$ cat config.mk
export PLATFORM = sky130hd
export DESIGN_NAME = boot_rom_arbiter_flat
export DESIGN_NICKNAME = d
export VERILOG_FILES = /design/src/rtl/boot_rom_arbiter_if.sv /design/src/rtl/boot_rom_arbiter.sv /design/src/flat_wrapper.sv
export SDC_FILE = /design/constraint.sdc
export NUM_CORES = 1
export LEC_CHECK = 0
export BUFFER_PORTS_ARGS = -buffer_cell sky130_fd_sc_hd__buf_4
export CAP_MARGIN = 40
export CORE_AREA = 2 2 72 74
export DETAILED_ROUTE_END_ITERATION = 8
export DIE_AREA = 0 0 74 76
export PLACE_DENSITY = 0.8
export REMOVE_ABC_BUFFERS = 1
export SLEW_MARGIN = 10
export SYNTH_ARGS = -nofsm -noshare
export SYNTH_HDL_FRONTEND = slang
export SYNTH_SLANG_ARGS = --single-unit
$ cat constraint.sdc
create_clock -name CLK -period 4 [get_ports CLK]
set_clock_uncertainty 0.2 [all_clocks]
set_input_delay 0.2 -clock CLK [delete_from_list [all_inputs] [get_ports CLK]]
set_output_delay 0.2 -clock CLK [all_outputs]
set_load 0.05 [all_outputs]
$ cat src/rtl/boot_rom_arbiter_if.sv
// Bus bundle between the instruction/data requesters, boot_rom_arbiter and the boot ROM macro.
// Port names carry the arbiter's point of view (_i into the arbiter, _o out of it).
interface boot_rom_arbiter_if #(
  parameter int ROM_AW = 10
);
  // Handshake: a requester raises req with a stable addr (and we) and holds both
  // until gnt is seen high in the same cycle; exactly one cycle after that gnt the
  // port sees rvalid=1 with rdata/err. err is meaningful only while rvalid=1.
  logic              instr_req_i;
  logic [31:0]       instr_addr_i;
  logic              instr_gnt_o;
  logic              instr_rvalid_o;
  logic [31:0]       instr_rdata_o;
  logic              instr_err_o;

  logic              data_req_i;
  logic [31:0]       data_addr_i;
  logic              data_we_i;
  logic              data_gnt_o;
  logic              data_rvalid_o;
  logic [31:0]       data_rdata_o;
  logic              data_err_o;

  logic              rom_csn_o;
  logic [ROM_AW-1:0] rom_a_o;
  logic [31:0]       rom_q_i;

  modport slave (
    input  instr_req_i, instr_addr_i,
    input  data_req_i, data_addr_i, data_we_i,
    input  rom_q_i,
    output instr_gnt_o, instr_rvalid_o, instr_rdata_o, instr_err_o,
    output data_gnt_o, data_rvalid_o, data_rdata_o, data_err_o,
    output rom_csn_o, rom_a_o
  );

  modport master (
    output instr_req_i, instr_addr_i,
    output data_req_i, data_addr_i, data_we_i,
    output rom_q_i,
    input  instr_gnt_o, instr_rvalid_o, instr_rdata_o, instr_err_o,
    input  data_gnt_o, data_rvalid_o, data_rdata_o, data_err_o,
    input  rom_csn_o, rom_a_o
  );
endinterface

$ cat src/rtl/boot_rom_arbiter.sv
// Two-port arbiter in front of the single-read-port boot ROM (instr fetch vs debug/data).
// Define BOOT_ROM_ARB_RR_EN for round-robin contention; otherwise instr has fixed priority.
module boot_rom_arbiter #(
  parameter logic [31:0] BASE_ADDR = 32'h0000_8000,
  parameter int          ROM_WORDS = 548,
  parameter int          ROM_AW    = 10
) (
  input  logic                CLK,
  input  logic                RSTN,
  boot_rom_arbiter_if.slave   bus,
  output logic [3:0]          dbg_state
);

  localparam logic [31:0] ROM_BYTES   = 32'(ROM_WORDS * 4);
  localparam logic        OWNER_INSTR = 1'b0;
  localparam logic        OWNER_DATA  = 1'b1;
  localparam logic        PRIO_INSTR  = 1'b0;

  typedef struct packed {
    logic valid;
    logic owner;
    logic err;
    logic prio;
  } resp_state_t;

  resp_state_t state_q;
  resp_state_t state_d;

  logic [31:0]       instr_off;
  logic [31:0]       data_off;
  logic              instr_bad;
  logic              data_bad;
  logic [ROM_AW-1:0] instr_word;
  logic [ROM_AW-1:0] data_word;
  logic              grant_instr;
  logic              grant_data;
  logic [31:0]       resp_rdata;

  // Addresses below BASE_ADDR wrap to huge offsets and fall out of range naturally.
  assign instr_off  = bus.instr_addr_i - BASE_ADDR;
  assign data_off   = bus.data_addr_i - BASE_ADDR;
  assign instr_bad  = (instr_off >= ROM_BYTES) || (bus.instr_addr_i[1:0] != 2'b00);
  assign data_bad   = (data_off >= ROM_BYTES) || (bus.data_addr_i[1:0] != 2'b00) ||
                      bus.data_we_i;
  assign instr_word = instr_off[ROM_AW+1:2];
  assign data_word  = data_off[ROM_AW+1:2];

`ifdef BOOT_ROM_ARB_RR_EN
  logic contend;
  assign contend = bus.instr_req_i & bus.data_req_i;
`endif

  always_comb begin : arbitrate
    grant_instr = 1'b0;
    grant_data  = 1'b0;
    if (RSTN) begin
`ifdef BOOT_ROM_ARB_RR_EN
      grant_instr = bus.instr_req_i & (~bus.data_req_i | (state_q.prio == PRIO_INSTR));
`else
      grant_instr = bus.instr_req_i;
`endif
      grant_data  = bus.data_req_i & ~grant_instr;
    end
  end

  always_ff @(posedge CLK or negedge RSTN) begin : state_reg
    if (!RSTN) begin
      state_q <= '{valid: 1'b0, owner: OWNER_INSTR, err: 1'b0, prio: PRIO_INSTR};
    end else begin
      state_q <= state_d;
    end
  end

  always_comb begin : next_state
    state_d       = state_q;
    state_d.valid = grant_instr | grant_data;
    state_d.owner = grant_data ? OWNER_DATA : OWNER_INSTR;
    state_d.err   = grant_data ? data_bad : (grant_instr & instr_bad);
`ifdef BOOT_ROM_ARB_RR_EN
    // Only a contested grant moves the pointer, so a lone requester never steals a turn.
    if (contend) begin
      state_d.prio = ~state_q.prio;
    end
`else
    state_d.prio = PRIO_INSTR;
`endif
  end

  always_comb begin : outputs
    bus.instr_gnt_o = grant_instr;
    bus.data_gnt_o  = grant_data;

    bus.rom_csn_o = 1'b1;
    bus.rom_a_o   = '0;
    if (grant_instr && !instr_bad) begin
      bus.rom_csn_o = 1'b0;
      bus.rom_a_o   = instr_word;
    end else if (grant_data && !data_bad) begin
      bus.rom_csn_o = 1'b0;
      bus.rom_a_o   = data_word;
    end

    // Errored accesses never touched the ROM, so rom_q_i is stale and must be masked.
    resp_rdata = state_q.err ? 32'h0 : bus.rom_q_i;

    bus.instr_rvalid_o = state_q.valid & (state_q.owner == OWNER_INSTR);
    bus.instr_rdata_o  = bus.instr_rvalid_o ? resp_rdata : 32'h0;
    bus.instr_err_o    = bus.instr_rvalid_o & state_q.err;

    bus.data_rvalid_o  = state_q.valid & (state_q.owner == OWNER_DATA);
    bus.data_rdata_o   = bus.data_rvalid_o ? resp_rdata : 32'h0;
    bus.data_err_o     = bus.data_rvalid_o & state_q.err;

    dbg_state = state_q;
  end

endmodule

$ cat src/flat_wrapper.sv
// flat-port wrapper written by rule: the top's interface ports become plain ports
module boot_rom_arbiter_flat 
#(
  parameter logic [31:0] BASE_ADDR = 32'h0000_8000,
  parameter int          ROM_WORDS = 548,
  parameter int          ROM_AW    = 10
)
  (CLK, RSTN, dbg_state, bus_instr_req_i, bus_instr_addr_i, bus_data_req_i, bus_data_addr_i, bus_data_we_i, bus_rom_q_i, bus_instr_gnt_o, bus_instr_rvalid_o, bus_instr_rdata_o, bus_instr_err_o, bus_data_gnt_o, bus_data_rvalid_o, bus_data_rdata_o, bus_data_err_o, bus_rom_csn_o, bus_rom_a_o);
  boot_rom_arbiter_if #(.ROM_AW(ROM_AW)) bus_i ();
  input  logic CLK;
  input  logic RSTN;
  output logic [3:0] dbg_state;
  input wire logic [$bits(bus_i.instr_req_i)-1:0] bus_instr_req_i;
  input wire logic [$bits(bus_i.instr_addr_i)-1:0] bus_instr_addr_i;
  input wire logic [$bits(bus_i.data_req_i)-1:0] bus_data_req_i;
  input wire logic [$bits(bus_i.data_addr_i)-1:0] bus_data_addr_i;
  input wire logic [$bits(bus_i.data_we_i)-1:0] bus_data_we_i;
  input wire logic [$bits(bus_i.rom_q_i)-1:0] bus_rom_q_i;
  output wire logic [$bits(bus_i.instr_gnt_o)-1:0] bus_instr_gnt_o;
  output wire logic [$bits(bus_i.instr_rvalid_o)-1:0] bus_instr_rvalid_o;
  output wire logic [$bits(bus_i.instr_rdata_o)-1:0] bus_instr_rdata_o;
  output wire logic [$bits(bus_i.instr_err_o)-1:0] bus_instr_err_o;
  output wire logic [$bits(bus_i.data_gnt_o)-1:0] bus_data_gnt_o;
  output wire logic [$bits(bus_i.data_rvalid_o)-1:0] bus_data_rvalid_o;
  output wire logic [$bits(bus_i.data_rdata_o)-1:0] bus_data_rdata_o;
  output wire logic [$bits(bus_i.data_err_o)-1:0] bus_data_err_o;
  output wire logic [$bits(bus_i.rom_csn_o)-1:0] bus_rom_csn_o;
  output wire logic [$bits(bus_i.rom_a_o)-1:0] bus_rom_a_o;
  assign bus_i.instr_req_i = bus_instr_req_i;
  assign bus_i.instr_addr_i = bus_instr_addr_i;
  assign bus_i.data_req_i = bus_data_req_i;
  assign bus_i.data_addr_i = bus_data_addr_i;
  assign bus_i.data_we_i = bus_data_we_i;
  assign bus_i.rom_q_i = bus_rom_q_i;
  assign bus_instr_gnt_o = bus_i.instr_gnt_o;
  assign bus_instr_rvalid_o = bus_i.instr_rvalid_o;
  assign bus_instr_rdata_o = bus_i.instr_rdata_o;
  assign bus_instr_err_o = bus_i.instr_err_o;
  assign bus_data_gnt_o = bus_i.data_gnt_o;
  assign bus_data_rvalid_o = bus_i.data_rvalid_o;
  assign bus_data_rdata_o = bus_i.data_rdata_o;
  assign bus_data_err_o = bus_i.data_err_o;
  assign bus_rom_csn_o = bus_i.rom_csn_o;
  assign bus_rom_a_o = bus_i.rom_a_o;
  boot_rom_arbiter #(.BASE_ADDR(BASE_ADDR), .ROM_WORDS(ROM_WORDS), .ROM_AW(ROM_AW)) u_core (.CLK(CLK), .RSTN(RSTN), .bus(bus_i), .dbg_state(dbg_state));
endmodule
==> results of run 1 <==
## critical path, cell delays in order
cell     delay [ns]
buf_4          0.12
or4_4          0.56
nor4b_1        0.34
xor2_1         0.15
a211o_1        0.51
o32ai_1        0.30
buf_4          0.24
## per-stage QoR
| step | cells | util, % | instance area, um^2 | total power, mW |
|---|---|---|---|---|
| after floorplan | 213 | - | 1250 | 0.183 |
| after global placement | 468 | 55.6 | 2730 | 0.316 |
| after detailed placement | 471 | 56.5 | 2780 | 0.325 |
| after CTS | 477 | 57.8 | 2840 | 0.417 |
| after global routing | 477 | 57.8 | 2840 | 0.438 |
| final | 477 | 57.8 | 2840 | 0.415 |
## layer usage
metal / wire (um) / global-route usage [%] / vias up
li1: - / - / 1141
met1: 2270 / 21.1 / 1035
met2: 3430 / 42.1 / 135
met3: 694 / 5.56 / 14
met4: 157 / 7.27 / 0
met5: 0 / 0 / -
## power by group
group          internal, mW  total [mW]  switching [mW]
clock network        0.0679      0.0871          0.0192
registers            0.0324      0.0337         0.00137
logic                 0.121       0.294           0.173
total                 0.221       0.415           0.194
## area by class of cell
type	count	area [um^2]
fillers	456	2070
repair buffers	190	1450
multi-input cells	191	1110
well taps	70	87.6
flip-flops and latches	3	75.1
inverters	19	71.3
clock buffers	4	45.0
## cells by family (layout without fill, tap and decap cells)
family          count (synthesis)  in the layout  synth area share, %
buf+inv                        36            213                 11.6
compound gates                 29             29                 23.6
other cells                     1              1                0.280
xor+xnor                        5              5                 3.27
simple gates                  154            154                 53.8
fa+ha+maj                       2              2                 1.87
flops                           3              3                 5.61
## cells in the final DEF (no fill, tap or decap), types with 2 or more instances in the layout
master	n
nor4b_1	3
nand2b_1	2
or4_4	2
clkbuf_8	3
nand3b_1	3
o32ai_2	9
a211o_1	2
buf_8	3
xor2_1	5
nor3_1	3
nand3_1	3
nand2_1	48
dfrtp_1	3
nor2_1	68
buf_4	185
or3_1	3
inv_1	18
nor4_1	7
nand4_1	2
ha_1	2
o31ai_1	3
dlygate4sd3_1	2
or4_1	3
## synthesized netlist by cell type (all sizes together), types with 3 or more instances
cell type,number
inv,18
xor2,5
or4,5
dfrtp,3
nor4b,3
o32ai,10
nand3,3
o31ai,3
nor2,68
clkbuf,12
buf,5
nand2,48
nor3,4
nand3b,3
or3,4
nor4,8
## path summary, 6_finish.rpt
| kind | start | to | slack (ns) | cells after the start |
|---|---|---|---|---|
| setup / recovery | bus_data_addr_i[23] | bus_rom_a_o[9] | 1.18 | 7 |
| hold / removal | bus_instr_req_i | u_core.dbg_state[3] | 0.01 | 2 |
| max in group asynchronous | RSTN | u_core.dbg_state[1] | 3.36 | 2 |
| min in group asynchronous | RSTN | u_core.dbg_state[2] | 0.14 | 2 |
==> results.sh, run 1 <==
export IMPL_maxCapViolCount=0
export IMPL_initial_core_util_pct=27.2
export IMPL_crit_required_ns=3.60
export IMPL_drive_gt1_share_pct=50.9
export IMPL_p_leak_nw=1.48
export IMPL_largest_register_ffs=3
export IMPL_avgViaCountPerCell=4.87
export IMPL_slew_violations=0
export IMPL_antenna_found_initial=0
export IMPL_hp_class="in -> reg"
export IMPL_grt_max_degree=26
export IMPL_preCtsSetupSlack_ns=1.20
export IMPL_irDropWorstVdd_mv=0.0928
export IMPL_grt_pass1_wl_um=10000
export IMPL_synth_ff_type="dfrtp_1"
export IMPL_dieWidth_um=74
export IMPL_wirelength_um=6550
export IMPL_avgSynthCellArea_um2=5.82
export IMPL_post_route_period_util_pct=70.4
export IMPL_cts_root_buffer="clkbuf_8"
export IMPL_nNetsFinal=511
export IMPL_yosysTopAreaCell="nor2_1"
export IMPL_path_class="in -> out"
export IMPL_period_minus_slack_ns=2.82
export IMPL_yosysTopAreaCellShare_pct=19.1
export IMPL_final_hold_viol_count=0
export IMPL_tightest_slew_ns=0.743
export IMPL_tns_ns=0
export IMPL_h_tree_depth=1
export IMPL_timing_final_ws_setup_ns=1.18
export IMPL_grt_pass1_vias=2259
export IMPL_synthCells=230
export IMPL_cp_max_fo=11
export IMPL_port_buffer_count=184
export IMPL_grt_remaining_overflow=0
export IMPL_std_cell_rows=26
export IMPL_post_cts_setup_buffers=0
export IMPL_wl_per_cell_um=13.7
export IMPL_syn2layout_area_growth_pct=112
export IMPL_drc_errors=0
export IMPL_dieArea_um2=5620
export IMPL_synth_seq_cells=3
export IMPL_synth_edf_count=0
export IMPL_synth_area_top_cells="nor2_1, nand2_1, o32ai_2"
export IMPL_rsz0062_at_grt="no"
export IMPL_yosysWarnings=0
export IMPL_pin_count=186
export IMPL_p_per_area_nw_per_um2=146
export IMPL_n_antenna_cell=0
export IMPL_detail_route_iter0_violations=60
export IMPL_grt_total_usage_pct=21.7
export IMPL_cts_repair_resized=0
export IMPL_synth_area_um2=1340
export IMPL_fp_dieH_um=76
export IMPL_postRouteAntennaNets=0
export IMPL_async_flop_share_pct=100
export IMPL_worst_ep_arrival_time_ns=2.42
export IMPL_cts_buffer_depth=2
export IMPL_yosysSeqAreaShare_pct=5.61
export IMPL_relSlewSlack_pct=50.0
export IMPL_cts_sinks=3
export IMPL_coreArea_um2=4910
export IMPL_place_gp_congestion=0.960
export IMPL_synth_cell_types=47
export IMPL_dr_pass1_iters=4
export IMPL_status="complete, no violations"
export IMPL_finalSetupViolations=0
export IMPL_hold_ws_ns=0.0144
export IMPL_ctsHoldBuffers=2
export IMPL_fmax_mhz=355
export IMPL_cts_tree="yes"
export IMPL_cts_buffers_inserted=3
export IMPL_end_kind="primary output"
export IMPL_hpwl_um=5530
export IMPL_start_kind="input port"
export IMPL_vias=2325
export IMPL_clk_pin_slew_ns=0.03
(Power assumes the default switching activity.)
==> run 2: changes to the inputs <==
--- a/config.mk
+++ b/config.mk
@@ -7,10 +7,10 @@
 export LEC_CHECK = 0
 export BUFFER_PORTS_ARGS = -buffer_cell sky130_fd_sc_hd__buf_4
 export CAP_MARGIN = 40
-export CORE_AREA = 2 2 72 74
+export CORE_AREA = 2 2 73 75
 export DETAILED_ROUTE_END_ITERATION = 8
-export DIE_AREA = 0 0 74 76
-export PLACE_DENSITY = 0.8
+export DIE_AREA = 0 0 75 77
+export PLACE_DENSITY = 0.81
 export REMOVE_ABC_BUFFERS = 1
 export SLEW_MARGIN = 10
 export SYNTH_ARGS = -nofsm -noshare
==> constraint.sdc (replaced) <==
create_clock -name CLK -period 2.5 [get_ports CLK]
set_clock_uncertainty 0.2 [all_clocks]
set_input_delay 0.125 -clock CLK [delete_from_list [all_inputs] [get_ports CLK]]
set_output_delay 0.125 -clock CLK [all_outputs]
set_load 0.05 [all_outputs]
==> results.sh, run 2 (synthesized netlist as in run 1, its figures left out) <==
export IMPL_grt_max_degree=32
export IMPL_period_minus_slack_ns=2.50
export IMPL_initial_core_util_pct=26.9
export IMPL_final_cell_mix="buf_4, nor2_1, nand2_1"
export IMPL_cts_tree="yes"
export IMPL_wirelength_um=7010
export IMPL_timing_final_ws_setup_ns=-0.00464
export IMPL_tightest_slew_ns=0.612
export IMPL_irDropWorstVdd_mv=0.124
export IMPL_cpPeakStageDelay_ns=0.57
export IMPL_p_per_area_nw_per_um2=222
export IMPL_std_cell_rows=26
export IMPL_coreArea_um2=4980
export IMPL_dieWidth_um=75
export IMPL_vias=2357
export IMPL_start_kind="input port"
export IMPL_final_hold_viol_count=0
export IMPL_status="finished with violations"
export IMPL_antenna_found_initial=0
export IMPL_postRouteAntennaNets=0
export IMPL_dp_cells=475
export IMPL_relSlewSlack_pct=58.9
export IMPL_largest_register_ffs=3
export IMPL_fmax_mhz=399
export IMPL_grt_total_usage_pct=21.8
export IMPL_syn2layout_area_growth_pct=129
export IMPL_fp_dieH_um=77
export IMPL_fin_area_um2=3060
export IMPL_placed_cell_area_um2=2820
export IMPL_sw_frac_of_total_pct=46.9
export IMPL_hpwl_um=5890
export IMPL_violations="setup timing"
export IMPL_cts_sinks=3
export IMPL_p_int_mw=0.362
export IMPL_slew_violations=0
export IMPL_seqPwrFrac_pct=7.9
export IMPL_dr_pass1_iters=4
export IMPL_cp_max_fo=11
export IMPL_crit_required_ns=2.17
export IMPL_post_route_period_util_pct=100
export IMPL_p_leak_nw=1.55
export IMPL_cts_buffers_inserted=3
export IMPL_final_cells=482
export IMPL_cts_buffer_depth=2
export IMPL_tns_ns=-0.00464
export IMPL_layout_commonest_cell="buf_4"
export IMPL_drive_gt1_share_pct=53.2
export IMPL_end_kind="primary output"
export IMPL_finalSetupViolations=1
export IMPL_detail_route_iter0_violations=82
export IMPL_avgViaCountPerCell=4.89
export IMPL_place_gp_congestion=0.848
export IMPL_nNetsFinal=516
export IMPL_p_sw_mw=0.319
export IMPL_rsz0062_at_grt="yes"
export IMPL_clk_pin_slew_ns=0.03
export IMPL_drc_errors=0
export IMPL_pwr_share_comb_pct=71.7
export IMPL_grt_pass1_vias=2199
export IMPL_hp_class="in -> reg"
export IMPL_maxCapViolCount=0
export IMPL_grt_pass1_wl_um=9990
export IMPL_port_buffer_count=184
export IMPL_pin_count=186
export IMPL_cts_root_buffer="clkbuf_8"
export IMPL_n_antenna_cell=0
export IMPL_wl_per_cell_um=14.6
export IMPL_p_total_mw=0.680
export IMPL_worstPathCellList="buf_4, or4_4, o31ai_2, nand3_1, or3_4, o32ai_2, buf_6"
export IMPL_p_clk_share_pct=20.4
export IMPL_dieArea_um2=5780
export IMPL_worst_ep_arrival_time_ns=2.18
export IMPL_grt_remaining_overflow=0
export IMPL_h_tree_depth=1
export IMPL_path_class="in -> out"
export IMPL_critPathSlowestCell="or4_4"
run 2: repair_timing:
action	in CTS	in global routing
hold endpoints to repair	4	0
pin swaps	3	3
setup buffers	0	0
hold buffers	3	0
resized for setup	11	20
setup endpoints to repair	10	11
run 2: per-layer routing:
| metal | vias to the layer above | routed length, um | GRT usage, % |
|---|---|---|---|
| met5 | - | 0 | 0 |
| met4 | 0 | 115 | 5.89 |
| met3 | 14 | 732 | 6.18 |
| met2 | 124 | 3860 | 43.7 |
| met1 | 1069 | 2310 | 20.3 |
| li1 | 1150 | - | - |
run 2: final cells by class:
cell class	instances	area, um^2
well taps	70	87.6
fillers	469	1920
multi-input cells	191	1210
clock buffers	4	45.0
inverters	19	71.3
repair buffers	195	1570
flip-flops and latches	3	75.1
run 2: path summary, 6_finish.rpt:
path	startpoint	endpoint	slack [ns]	cells past startpoint
max in group asynchronous	RSTN	u_core.dbg_state[1]	1.91	2
min	bus_instr_req_i	u_core.dbg_state[2]	0.06	3
max	bus_data_addr_i[23]	bus_rom_a_o[7]	-0.005	7
min in group asynchronous	RSTN	u_core.dbg_state[2]	0.08	2
run 2: per-stage QoR:
step	hold slack, ns	utilization (%)	worst slack, ns
2_1_floorplan	-0.371	-	-0.630
3_3_place_gp	-0.273	56.0	-0.0522
3_5_place_dp	-0.271	56.6	-0.114
4_1_cts	0.0646	59.6	0.00129
5_1_grt	0.0905	61.5	-0.0715
6_report	0.0649	61.5	-0.00464
run 2: worst max-delay path, delay by kind of cell:
family                 cells  cell delay [ns]
AND/OR/NAND/NOR            3             1.17
AO/OA/AOI/OAI              2             0.57
buffers and inverters      2             0.32
run 2: power groups by stage:
stage                     logic, mW  registers [mW]  clock network (mW)
after floorplan               0.229          0.0642                   0
after global placement        0.457          0.0541                   0
after detailed placement      0.471          0.0543                   0
after CTS                     0.481          0.0538               0.143
after global routing          0.516          0.0541               0.154
final                         0.488          0.0538               0.139
==> run 3: changes to the inputs <==
--- a/config.mk
+++ b/config.mk
@@ -5,12 +5,12 @@
 export SDC_FILE = /design/constraint.sdc
 export NUM_CORES = 1
 export LEC_CHECK = 0
+export ABC_AREA = 1
 export BUFFER_PORTS_ARGS = -buffer_cell sky130_fd_sc_hd__buf_4
 export CAP_MARGIN = 40
-export CORE_AREA = 2 2 73 75
+export CORE_UTILIZATION = 31
 export DETAILED_ROUTE_END_ITERATION = 8
-export DIE_AREA = 0 0 75 77
-export PLACE_DENSITY = 0.81
+export PLACE_DENSITY = 0.84
 export REMOVE_ABC_BUFFERS = 1
 export SLEW_MARGIN = 10
 export SYNTH_ARGS = -nofsm -noshare
==> results.sh, run 3 <==
export IMPL_avgViaCountPerCell=4.76
export IMPL_p_leak_nw=1.81
export IMPL_nNetsFinal=633
export IMPL_port_buffer_count=184
export IMPL_grt_remaining_overflow=0
export IMPL_ys_top_cells_by_count="nor3_1, nand2_1, inv_1, nor2_1, nand3_1"
export IMPL_vias=2850
export IMPL_synth_area_um2=1640
export IMPL_yosysTopAreaCellShare_pct=22.3
export IMPL_final_cell_mix="buf_4, nor3_1, nand2_1"
export IMPL_irDropWorstVdd_mv=0.120
export IMPL_async_flop_share_pct=100
export IMPL_avgSynthCellArea_um2=4.67
export IMPL_hp_class="in -> async"
export IMPL_cts_tree="yes"
export IMPL_start_kind="input port"
export IMPL_final_cells=599
export IMPL_wl_per_cell_um=12.0
export IMPL_dieWidth_um=74.7
export IMPL_detail_route_iter0_violations=53
export IMPL_hold_ws_ns=0.0757
export IMPL_status="complete, no violations"
export IMPL_fillers=491
export IMPL_cts_root_buffer="clkbuf_8"
export IMPL_end_kind="primary output"
export IMPL_place_gp_congestion=0.921
export IMPL_synth_ff_type="dfrtp_1"
export IMPL_yosysWarnings=0
export IMPL_hpwl_um=6100
export IMPL_coreArea_um2=5110
export IMPL_yosysTopAreaCell="nor3_1"
export IMPL_worstPathCellList="buf_4, inv_1, ha_1, inv_1, nor2_1, nand2_1, nor2_1, nand2_1, nand2_1, nand2_1, inv_1, nand2_1, nor2_1, buf_4, nand2_1, nor2_1, nor2_1, buf_4"
export IMPL_period_minus_slack_ns=2.29
export IMPL_pin_count=186
export IMPL_yosys_cell_count_top_type="nor3_1"
export IMPL_post_route_period_util_pct=91.5
export IMPL_yosysSeqAreaShare_pct=4.58
export IMPL_fp_dieH_um=74.7
export IMPL_dr_pass1_iters=4
export IMPL_rsz0062_at_grt="no"
export IMPL_crit_required_ns=2.17
export IMPL_wirelength_um=7190
export IMPL_cts_sinks=3
export IMPL_worst_ep_arrival_time_ns=1.96
export IMPL_maxCapViolCount=0
export IMPL_grt_max_degree=35
export IMPL_synth_cell_types=24
export IMPL_crit_path_frequent_cell="nand2_1"
export IMPL_path_class="in -> out"
export IMPL_critPathSlowestCell="buf_4"
export IMPL_grt_pass1_vias=2387
export IMPL_p_per_area_nw_per_um2=223
export IMPL_synth_area_top_cells="nor3_1, nand2_1, inv_1"
export IMPL_fmax_mhz=437
export IMPL_synthCells=351
export IMPL_grt_pass1_wl_um=10000
export IMPL_drc_errors=0
export IMPL_cpPeakStageDelay_ns=0.20
export IMPL_h_tree_depth=1
export IMPL_crit_family="simple AND/OR/NAND/NOR gates"
export IMPL_post_cts_setup_buffers=0
export IMPL_drive_gt1_share_pct=38.4
export IMPL_grt_total_usage_pct=23.2
export IMPL_std_cell_rows=26
export IMPL_clk_pin_slew_ns=0.03
export IMPL_synth_edf_count=0
export IMPL_final_hold_viol_count=0
export IMPL_dp_cells=593
export IMPL_critPathBufInv=6
export IMPL_n_antenna_cell=0
export IMPL_synth_seq_cells=3
export IMPL_cts_buffers_inserted=3
export IMPL_cp_max_fo=9
export IMPL_initial_core_util_pct=32.1
export IMPL_syn2layout_area_growth_pct=92.0
export IMPL_largest_register_ffs=3
export IMPL_layout_commonest_cell="buf_4"
export IMPL_cts_buffer_depth=2
export IMPL_dieArea_um2=5580
export IMPL_postRouteAntennaNets=0
export IMPL_antenna_found_initial=0
export IMPL_finalSetupViolations=0
export IMPL_slew_violations=0
## run 3: per-layer routing
metal / share of wire, % / wire, um / global-route usage, % / up-vias
met3: 8.0 / 573 / 3.75 / 12
met1: 36 / 2580 / 22.0 / 1234
li1: - / - / - / 1472
met5: 0 / 0 / 0 / -
met2: 54 / 3900 / 48.9 / 132
met4: 1.8 / 133 / 7.76 / 0
## run 3: worst max path at each step
stage | from | endpoint | depth (start not counted)
after global placement | bus_instr_addr_i[15] | bus_rom_a_o[7] | 12
final | bus_data_addr_i[15] | bus_rom_csn_o | 18
after detailed placement | bus_instr_addr_i[15] | bus_rom_a_o[0] | 12
after floorplan | u_core.dbg_state[3] | bus_instr_rdata_o[0] | 4
after global routing | bus_instr_addr_i[15] | bus_rom_a_o[0] | 12
after CTS | bus_instr_addr_i[15] | bus_rom_a_o[0] | 12
## run 3: kinds of logic (layout without fill, tap and decap cells)
| kind of cell | after synthesis | in the layout | share of synthesized area [%] |
|---|---|---|---|
| buf+inv | 85 | 263 | 20.8 |
| compound gates | 7 | 7 | 2.14 |
| other cells | 1 | 1 | 0.229 |
| xor+xnor | 1 | 1 | 0.534 |
| fa+ha+maj | 2 | 2 | 1.53 |
| flops | 3 | 3 | 4.58 |
| simple gates | 252 | 252 | 70.2 |
## run 3: area by class of cell
| class | instances | area [um^2] | area share, % |
|---|---|---|---|
| Timing Repair Buffer | 193 | 1460 | 46.4 |
| Multi-Input combinational cell | 263 | 1230 | 39.0 |
| Sequential cell | 3 | 76.3 | 2.43 |
| Tap cell | 70 | 87.6 | 2.78 |
| Clock buffer | 4 | 45.0 | 1.43 |
| Inverter | 66 | 248 | 7.87 |
## run 3: what timing repair did
item / 4_1_cts / 5_1_grt
endpoints found under the hold margin: 4 / 0
gates resized for setup: 0 / 1
hold buffers: 2 / 0
setup endpoints to repair: 0 / 10
## run 3: metrics by stage
stage               instance area, um^2  setup TNS [ns]  power (mW)  setup slack, ns  utilization [%]
CTS                                3140               0       0.702            0.132             61.5
global route                       3150               0       0.742          0.00475             61.6
detailed placement                 3080               0       0.556            0.143             60.2
floorplan                          1550          -43.41       0.316           -0.982                -
global placement                   3060               0       0.544            0.226             59.9
finish                             3150               0       0.700            0.212             61.6
## run 3: where the power goes
group	switching, mW	total [mW]	internal (mW)
Clock	0.0319	0.141	0.109
Sequential	0.0113	0.0633	0.0520
Combinational	0.299	0.496	0.198
